**src/rtl/hilo_muldiv_iter.sv**
```systemverilog
// Iterative MULT/MULTU/DIV/DIVU unit for the HILO pair; one shift-add or
// restoring shift-subtract step per cycle on unsigned magnitudes, signs fixed at the end.
module hilo_muldiv_iter #(
    parameter int WIDTH     = 32,
    parameter bit FAST_ZERO = 1'b1
) (
    input  logic             clk,
    input  logic             rst,
    input  logic             start,
    input  logic [1:0]       op,
    input  logic [WIDTH-1:0] a,
    input  logic [WIDTH-1:0] b,
    input  logic             cancel,
    output logic             busy,
    output logic             done,
    output logic [WIDTH-1:0] hi,
    output logic [WIDTH-1:0] lo,
    output logic             div_by_zero,
    output logic [1:0]       stateDbg
);
    // Handshake: start is honoured only in IDLE with cancel low; done is a
    // one-cycle pulse after FIX, and hi/lo/div_by_zero stay valid until the next FIX.

    localparam int CW = (WIDTH > 1) ? $clog2(WIDTH) : 1;

    typedef enum logic [1:0] {
        IDLE = 2'd0,
        RUN  = 2'd1,
        FIX  = 2'd2
    } stateT;

    stateT state, nextState;

    logic [CW-1:0]        counter;
    logic [2*WIDTH-1:0]   work;
    logic [WIDTH-1:0]     mcand;
    logic [WIDTH-1:0]     rawA;
    logic                 opDiv, negRes, negRem, divZero, zeroFlag;

    logic                 isDiv, aNeg, bNeg, goFast, launch;
    logic [WIDTH-1:0]     aMag, bMag;
    logic [WIDTH:0]       mulSum, trial;
    logic [2*WIDTH-1:0]   stepWork, prodFix;
    logic [WIDTH-1:0]     quo, rem, fixHi, fixLo;

    assign isDiv  = op[1];
    assign aNeg   = ~op[0] & a[WIDTH-1];
    assign bNeg   = ~op[0] & b[WIDTH-1];
    assign aMag   = aNeg ? -a : a;
    assign bMag   = bNeg ? -b : b;
    assign goFast = FAST_ZERO && ((a == '0) || (b == '0));
    assign launch = (state == IDLE) && start && !cancel;

    // Multiply: add into the upper half when the multiplier LSB is set, then shift right.
    // Divide: shift {rem, quotient} left and keep the trial subtraction if it did not borrow.
    always_comb begin
        mulSum   = {1'b0, work[2*WIDTH-1:WIDTH]} + {1'b0, (work[0] ? mcand : '0)};
        trial    = work[2*WIDTH-1:WIDTH-1] - {1'b0, mcand};
        stepWork = {mulSum, work[WIDTH-1:1]};
        if (opDiv) begin
            if (trial[WIDTH])
                stepWork = {work[2*WIDTH-2:0], 1'b0};
            else
                stepWork = {trial[WIDTH-1:0], work[WIDTH-2:0], 1'b1};
        end
    end

    always_comb begin
        prodFix = negRes ? -work : work;
        quo     = negRes ? -work[WIDTH-1:0] : work[WIDTH-1:0];
        rem     = negRem ? -work[2*WIDTH-1:WIDTH] : work[2*WIDTH-1:WIDTH];
        fixHi   = prodFix[2*WIDTH-1:WIDTH];
        fixLo   = prodFix[WIDTH-1:0];
        if (divZero) begin
            fixHi = rawA;
            fixLo = '1;
        end else if (opDiv) begin
            fixHi = rem;
            fixLo = quo;
        end else if (zeroFlag) begin
            fixHi = '0;
            fixLo = '0;
        end
    end

    always_ff @(posedge clk or negedge rst) begin
        if (!rst) state <= IDLE;
        else      state <= nextState;
    end

    always_comb begin
        nextState = state;
        busy      = 1'b0;
        case (state)
            IDLE: if (launch) nextState = goFast ? FIX : RUN;
            RUN: begin
                busy = 1'b1;
                if (cancel)               nextState = IDLE;
                else if (counter == '0)   nextState = FIX;
            end
            FIX: begin
                busy      = 1'b1;
                nextState = IDLE;
            end
            default: nextState = IDLE;
        endcase
    end

    assign stateDbg = state;

    always_ff @(posedge clk or negedge rst) begin
        if (!rst) begin
            counter     <= '0;
            work        <= '0;
            mcand       <= '0;
            rawA        <= '0;
            opDiv       <= 1'b0;
            negRes      <= 1'b0;
            negRem      <= 1'b0;
            divZero     <= 1'b0;
            zeroFlag    <= 1'b0;
            done        <= 1'b0;
            hi          <= '0;
            lo          <= '0;
            div_by_zero <= 1'b0;
        end else begin
            done <= 1'b0;
            case (state)
                IDLE: if (launch) begin
                    opDiv    <= isDiv;
                    negRes   <= aNeg ^ bNeg;
                    negRem   <= aNeg;
                    divZero  <= isDiv && (b == '0);
                    zeroFlag <= goFast;
                    rawA     <= a;
                    counter  <= CW'(WIDTH - 1);
                    mcand    <= isDiv ? bMag : aMag;
                    work     <= {{WIDTH{1'b0}}, (isDiv ? aMag : bMag)};
                end
                RUN: if (!cancel) begin
                    counter <= counter - 1'b1;
                    work    <= stepWork;
                end
                FIX: if (!cancel) begin
                    hi          <= fixHi;
                    lo          <= fixLo;
                    div_by_zero <= divZero;
                    done        <= 1'b1;
                end
                default: ;
            endcase
        end
    end
endmodule

```
**config.mk**
```make
export PLATFORM = sky130hd
export DESIGN_NAME = hilo_muldiv_iter
export DESIGN_NICKNAME = d
export VERILOG_FILES = /design/src/rtl/hilo_muldiv_iter.sv
export SDC_FILE = /design/constraint.sdc
export NUM_CORES = 1
export LEC_CHECK = 0
export ABC_CLOCK_PERIOD_IN_PS = 7750
export BUFFER_PORTS_ARGS = -buffer_cell sky130_fd_sc_hd__clkbuf_2
export CAP_MARGIN = 30
export CORE_MARGIN = 2
export CORE_UTILIZATION = 35
export CTS_BUF_LIST = sky130_fd_sc_hd__clkbuf_8 sky130_fd_sc_hd__clkbuf_16
export CTS_CLUSTER_DIAMETER = 50
export DETAILED_ROUTE_END_ITERATION = 7
export MAX_ROUTING_LAYER = met4
export PLACE_DENSITY = 0.62
export RECOVER_POWER = 100
export SLEW_MARGIN = 20
export SYNTH_ARGS = -nofsm -noshare
export SYNTH_HDL_FRONTEND = slang
export SYNTH_SLANG_ARGS = --single-unit
```
**constraint.sdc**
```tcl
create_clock -name clk -period 7.75 [get_ports clk]
set_clock_uncertainty 0.1 [all_clocks]
set_input_delay 1.55 -clock clk [delete_from_list [all_inputs] [get_ports clk]]
set_output_delay 1.55 -clock clk [all_outputs]
set_load 0.01 [all_outputs]
```
==> impl_metrics.json, run 1 <==
{
  "status": "complete, but fails checks",
  "failed_checks": "capacitance limit, slew limit",
  "synth-edff-count": 0,
  "max-cap-violations": 9,
  "drt_first_pass_iters": 8,
  "cts-htree-levels": 1,
  "p_total_mw": 7.77,
  "cts-root-buf": "clkbuf_16",
  "hold_viol_final": 0,
  "synth-seq-cells": 206,
  "grt_pass1_vias": 16000,
  "setup_viol": 0,
  "critPathBufInv": 3,
  "synth_top_cell_area_share_pct": 30.3,
  "drcViolationCount": 0,
  "design_area_um2": 18900,
  "cts_hold_buf": 0,
  "cp_cell_sequence": "clkbuf_1 > nand3b_1 > clkbuf_1 > clkbuf_1 > o21ai_0",
  "design.core.area_um2": 47800,
  "cts.clk_slew.worst_paths_ps": 60,
  "die_area_um2": 50300,
  "fp.dieW_um": 224,
  "cts_tree": "done",
  "clk_latency_ps": 580,
  "place_area_um2": 18100,
  "yosysUniqueCellTypes": 72,
  "yosys.area.top_type": "dfrtp_1",
  "ir_drop_mv": 0.182,
  "routabilityCongestion": 0.973,
  "async_reset_ff_share_pct": 100,
  "cp_top_family": "buffers and inverters",
  "ys_seq_area_share_pct": 30.3,
  "fin_crit_sh_pct": 72.4,
  "cts_sinks": 206,
  "crit_path_start_kind": "input pin",
  "post_cts_resized": 0,
  "die_h_um": 224,
  "crit_arrival_ps": 5830,
  "p_leak_nw": 8.26,
  "drive_above_1_share_pct": 8.33,
  "critPathKind": "in -> reg",
  "post-dp-hpwl_mm": 48.5,
  "overflow": 0,
  "syn_nets": 2360,
  "io_buffers": 138,
  "grt_use_total_pct": 25.8,
  "placed_cells": 2838,
  "initial_core_util_pct": 35.5,
  "grt_pass1_wl_mm": 98.1,
  "critPathRequiredTime_ps": 7970,
  "finalSetupTns_ps": 0,
  "slew_headroom_pct": -117,
  "grt_max_degree": 94,
  "synthCells": 2215,
  "syn_area_per_cell_um2": 7.67,
  "endpoint_kind": "flop",
  "synth_area_leaders": "dfrtp_1, o21ai_0, a21oi_1",
  "drt-vias-per-instance": 5.95,
  "wire_per_inst_um": 22.2,
  "period_needed_ps": 5610,
  "rows": 80,
  "tightest_slew_ps": 3260,
  "syn_area_um2": 17000,
  "cts_buffers": 30,
  "ys_warn_count": 0,
  "max_stage_delay_ps": 2190,
  "cpMaxStageDelayCell": "clkbuf_1",
  "post_cts_buffers": 0,
  "layout.cells.non_filler": 2896,
  "totalWireLength_mm": 64.2,
  "drt-initial-drc-count": 1818,
  "hold_ws_ps": 366,
  "io_pins": 139,
  "final_nets": 2401,
  "synth_ff_type": "dfrtp_1",
  "slew_violations": 384,
  "antenna_found_initial": 2,
  "area_growth_pct": 11.5,
  "cts_max_path_buffers": 3,
  "fmax_mhz": 178,
  "powerDensity_nw_per_um2": 410,
  "cp_common_cell": "clkbuf_1",
  "min_path_type": "reg -> reg",
  "cp_max_fo": 64,
  "ant_nets": 0,
  "rsz0062_at_grt": "false",
  "via_count": 17200
}
## synth_stat cells, types with 9 or more instances
cell type and count:
nand4_1 11, nand3_1 39, o211ai_1 13, buf_1 11
dfrtp_1 206, mux2i_1 30, nor2b_1 9, mux2_2 34
xnor2_1 109, a22oi_1 19, nand2b_1 21, xor2_1 78
or3_1 31, a211oi_1 40, and2_1 18, a31oi_1 26
clkbuf_1 139, nand3b_1 25, nor2_1 213, and3_1 18
ha_1 73, inv_1 71, o21ai_0 233, o31ai_1 24
or2_2 10, or4_1 12, nor4_1 15, a21oi_1 228
a21o_1 28, nand2_1 273, nor3_1 38, a221oi_1 18
## layout by cell type (no fill, tap or decap), types with 11 or more instances in the layout
| master | n |
|---|---|
| a211oi_1 | 40 |
| a21o_1 | 28 |
| a21oi_1 | 228 |
| a221oi_1 | 18 |
| a22oi_1 | 19 |
| a31oi_1 | 26 |
| and2_1 | 12 |
| and3_1 | 18 |
| buf_4 | 14 |
| clkbuf_1 | 85 |
| clkbuf_16 | 30 |
| clkbuf_2 | 62 |
| dfrtp_1 | 205 |
| ha_1 | 72 |
| inv_1 | 76 |
| mux2_2 | 34 |
| mux2i_1 | 30 |
| nand2_1 | 273 |
| nand2b_1 | 21 |
| nand3_1 | 39 |
| nand3b_1 | 25 |
| nand4_1 | 11 |
| nor2_1 | 211 |
| nor3_1 | 38 |
| nor4_1 | 15 |
| o211ai_1 | 13 |
| o21ai_0 | 232 |
| o31ai_1 | 24 |
| or3_1 | 31 |
| or4_1 | 13 |
| xnor2_1 | 108 |
| xor2_1 | 78 |
## sequential cells by signal (all words and copies together), names as in the netlist
| register | cells |
|---|---|
| work | 64 |
| hi | 32 |
| lo | 32 |
| mcand | 32 |
| rawA | 32 |
| counter | 5 |
| stateDbg | 2 |
| divZero | 1 |
| div_by_zero | 1 |
| done | 1 |
| negRem | 1 |
| negRes | 1 |
| opDiv | 1 |
| zeroFlag | 1 |
## power breakdown
group | switching, mW | internal [mW] | total, mW
Sequential | 0.615 | 1.52 | 2.14
Clock | 0.549 | 0.784 | 1.33
Combinational | 2.66 | 1.64 | 4.30
Total | 3.83 | 3.94 | 7.77
## path summary, 6_finish.rpt
check	startpoint	end	slack [ps]	cells after the start
worst max-delay path	cancel	mcand[29]	2140	5
worst min-delay path	rawA[14]	rawA[14]	370	2
worst max register to register	work[0]	hi[14]	2450	10
worst min register to register	rawA[14]	rawA[14]	370	2
max in group asynchronous	rst	mcand[14]	2500	3
min in group asynchronous	rst	hi[22]	860	1
## layer usage
layer	vias to the layer above	global-route usage (%)	wire, µm
met5	-	-	0
met4	0	5.79	1510
met3	88	4.04	5440
met2	761	38.1	28000
met1	8402	37.1	29200
li1	7984	-	-
## metrics by stage
stage / worst slack (ps) / utilization [%]
after floorplan: 3890 / -
after global placement: 3270 / 37.8
after detailed placement: 3250 / 37.8
after CTS: 3630 / 39.9
after global routing: 1730 / 39.6
final: 2140 / 39.6
## cells by family (layout without fill, tap and decap cells)
group	after synthesis	after routing	share of synthesized area [%]
flip-flops	206	206	30.3
AO/OA/AOI/OAI	703	703	24.6
multiplexers	64	64	4.02
XOR/XNOR	187	187	9.64
buffers and inverters	226	291	5.07
other	0	1	0
adder cells (fa/ha/maj)	75	75	5.61
AND/OR/NAND/NOR	754	754	20.7
## worst register-to-register path, cell delays in order, from the launching register on
cell and delay (ps):
dfrtp_1 500, inv_1 90, clkbuf_1 1470, ha_1 480
nand4b_1 390, or4_1 630, or2_4 360, o21ai_0 310
xnor2_1 100, a221oi_1 640, nor2_1 110
## final cells by class
cell class | instances | area, µm²
Fill cell | 5003 | 28900
Antenna cell | 1 | 2.50
Timing Repair Buffer | 164 | 776
Tap cell | 615 | 769
Sequential cell | 206 | 5160
Inverter | 71 | 267
Multi-Input combinational cell | 1783 | 11000
Clock buffer | 34 | 806
Clock inverter | 22 | 174
Note: power is estimated with default switching activity, not from simulation.
==> inputs of run 2 (changes only) <==
- ABC_CLOCK_PERIOD_IN_PS: 7750 -> 5300
- clock period: 7.75 -> 5.3 ns (I/O delays scaled with it)
==> run 2 against run 1 <==
The flow still finishes with violations (capacitance limit, slew limit). Wire length increased by 0.52%. Final area up 1.0%. Utilization rose by 0.40 points. Sequential share of layout area down 0.27 points. Critical path depth increased by 7. Flip-flop and latch count did not move. Clock power up 68%. Register-to-register slack worse by 1800 ps. Sequential power up 45%. Cell count grew 0.24%.
==> impl_metrics.json, run 2 (synthesis gave the netlist of run 1 again) <==
{
  "hold_viol_final": 0,
  "die_h_um": 224,
  "regArea_um2": 5160,
  "overflow": 0,
  "cts_tree": "done",
  "grt_pass1_vias": 16000,
  "drt_first_pass_iters": 6,
  "cts_hold_buf": 0,
  "failed_checks": "capacitance limit, slew limit",
  "p_leak_nw": 8.37,
  "die_area_um2": 50300,
  "clk_latency_ps": 590,
  "hold_path_end": "rawA[15]",
  "final_common_cell": "nand2_1",
  "totalWireLength_mm": 64.6,
  "endpoint_kind": "flop",
  "cts_sinks": 206,
  "post_cts_resized": 0,
  "routabilityCongestion": 0.953,
  "grt_pass1_wl_mm": 97.7,
  "initial_core_util_pct": 35.5,
  "p_total_mw": 11.6,
  "status": "complete, but fails checks",
  "setup_viol": 0,
  "cp_top_family": "compound AO/OA/AOI/OAI gates",
  "cp_cell_sequence": "inv_1 > fa_1 > nand2b_1 > a21oi_1 > o211ai_1 > a31oi_1 > a211oi_1 > xnor2_2 > clkbuf_2 > nor2b_1 > a31o_2 > a221o_1",
  "final_nets": 2409,
  "rsz0062_at_grt": "false",
  "r2r_cells": 12,
  "crit_arrival_ps": 5000,
  "drt-initial-drc-count": 1849,
  "cts-htree-levels": 1,
  "reg2reg_to": "work[61]",
  "grt_max_degree": 84,
  "finalSetupTns_ps": 0,
  "cts-root-buf": "clkbuf_16",
  "antenna_found_initial": 0,
  "largest_register_ffs": 64,
  "post-dp-hpwl_mm": 49.0,
  "whs_path_depth": 2,
  "critPathLaunch": "work[32]",
  "critPathBufInv": 2,
  "min_path_type": "reg -> reg",
  "ir_drop_mv": 0.292,
  "fin_crit_sh_pct": 87.4,
  "critPathRequiredTime_ps": 5670,
  "cts.clk_slew.worst_paths_ps": 70,
  "critPathKind": "reg -> reg",
  "top_register": "work",
  "worstHoldStart": "rawA[15]",
  "slew_violations": 221,
  "multiInputGateArea_um2": 11000,
  "fmax_mhz": 216,
  "via_count": 17200,
  "layout_common_cells": "nand2_1, o21ai_0, a21oi_1",
  "period_needed_ps": 4630,
  "slew_headroom_pct": -53.4,
  "wire_per_inst_um": 22.2,
  "tightest_slew_ps": 2300,
  "crit_path_start_kind": "flop",
  "max_stage_delay_ps": 740,
  "cp_max_fo": 35,
  "post_cts_buffers": 0,
  "final_core_util_pct": 40.0,
  "antenna_cells": 0,
  "powerDensity_nw_per_um2": 605,
  "layout.cells.non_filler": 2903,
  "cts_buffers": 31,
  "fp.dieW_um": 224,
  "rows": 80,
  "drcViolationCount": 0,
  "drive_above_1_share_pct": 8.74,
  "fill_cells": 4948,
  "grt_use_total_pct": 25.8,
  "io_pins": 139,
  "rrSetupSlack_ps": 670,
  "placed_cells": 2845,
  "design.core.area_um2": 47800,
  "drt-vias-per-instance": 5.92,
  "io_buffers": 138,
  "r2r_start": "work[32]",
  "cts_max_path_buffers": 3,
  "cpMaxStageDelayCell": "clkbuf_2",
  "max-cap-violations": 5,
  "area_growth_pct": 12.6,
  "ant_nets": 0
}
run 2: cell types whose count changed in the layout (fill, tap and decap cells not counted), moves of 4 or more:
cell | previous run | this run
buf_4 | 14 | 21
bufinv_16 | 1 | 5
clkbuf_1 | 85 | 78
clkbuf_2 | 62 | 69
clkinv_2 | 6 | 2
o21ai_0 | 232 | 236
run 2: final cells by class:
class                      instances  area share (%)
multi-input combinational       1783            57.3
sequential                       206            27.0
timing repair buffer             171            4.47
clock buffer                      34            4.27
tap                              615            4.02
clock inverter                    23            1.55
inverter                          71            1.39
run 2: layer usage:
layer  part of all wire (%)  vias to the layer above  global-route usage, %
li1                       -                     7989                      -
met1                     45                     8290                   36.5
met2                     43                      795                   38.1
met3                    8.6                      116                   4.04
met4                    3.1                        0                   7.20
met5                      0                        -                      -
run 2: worst max path at each step:
stage / end / depth (start not counted)
6_report: work[61] / 12
3_5_place_dp: work[61] / 12
5_1_grt: work[61] / 12
3_3_place_gp: work[35] / 12
4_1_cts: work[61] / 12
2_1_floorplan: hi[26] / 11
run 2: tightest hold or removal path, delay by kind of cell (launching register included):
kind	cells	cell delay (ps)
flops	1	340
simple gates	2	100
run 2: per-stage QoR:
stage          hold slack, ps  setup WS [ps]  cell area, µm²
6_report                  372            670           19100
4_1_cts                   372           1050           19300
3_5_place_dp              356           1090           18200
5_1_grt                   392            382           19100
2_1_floorplan             337           1780           17000
3_3_place_gp              354           1160           18100
run 2: power breakdown:
group          switching (mW)  internal (mW)  total [mW]
clock network           0.860           1.37        2.23
registers               0.877           2.22        3.10
logic                    3.88           2.36        6.24
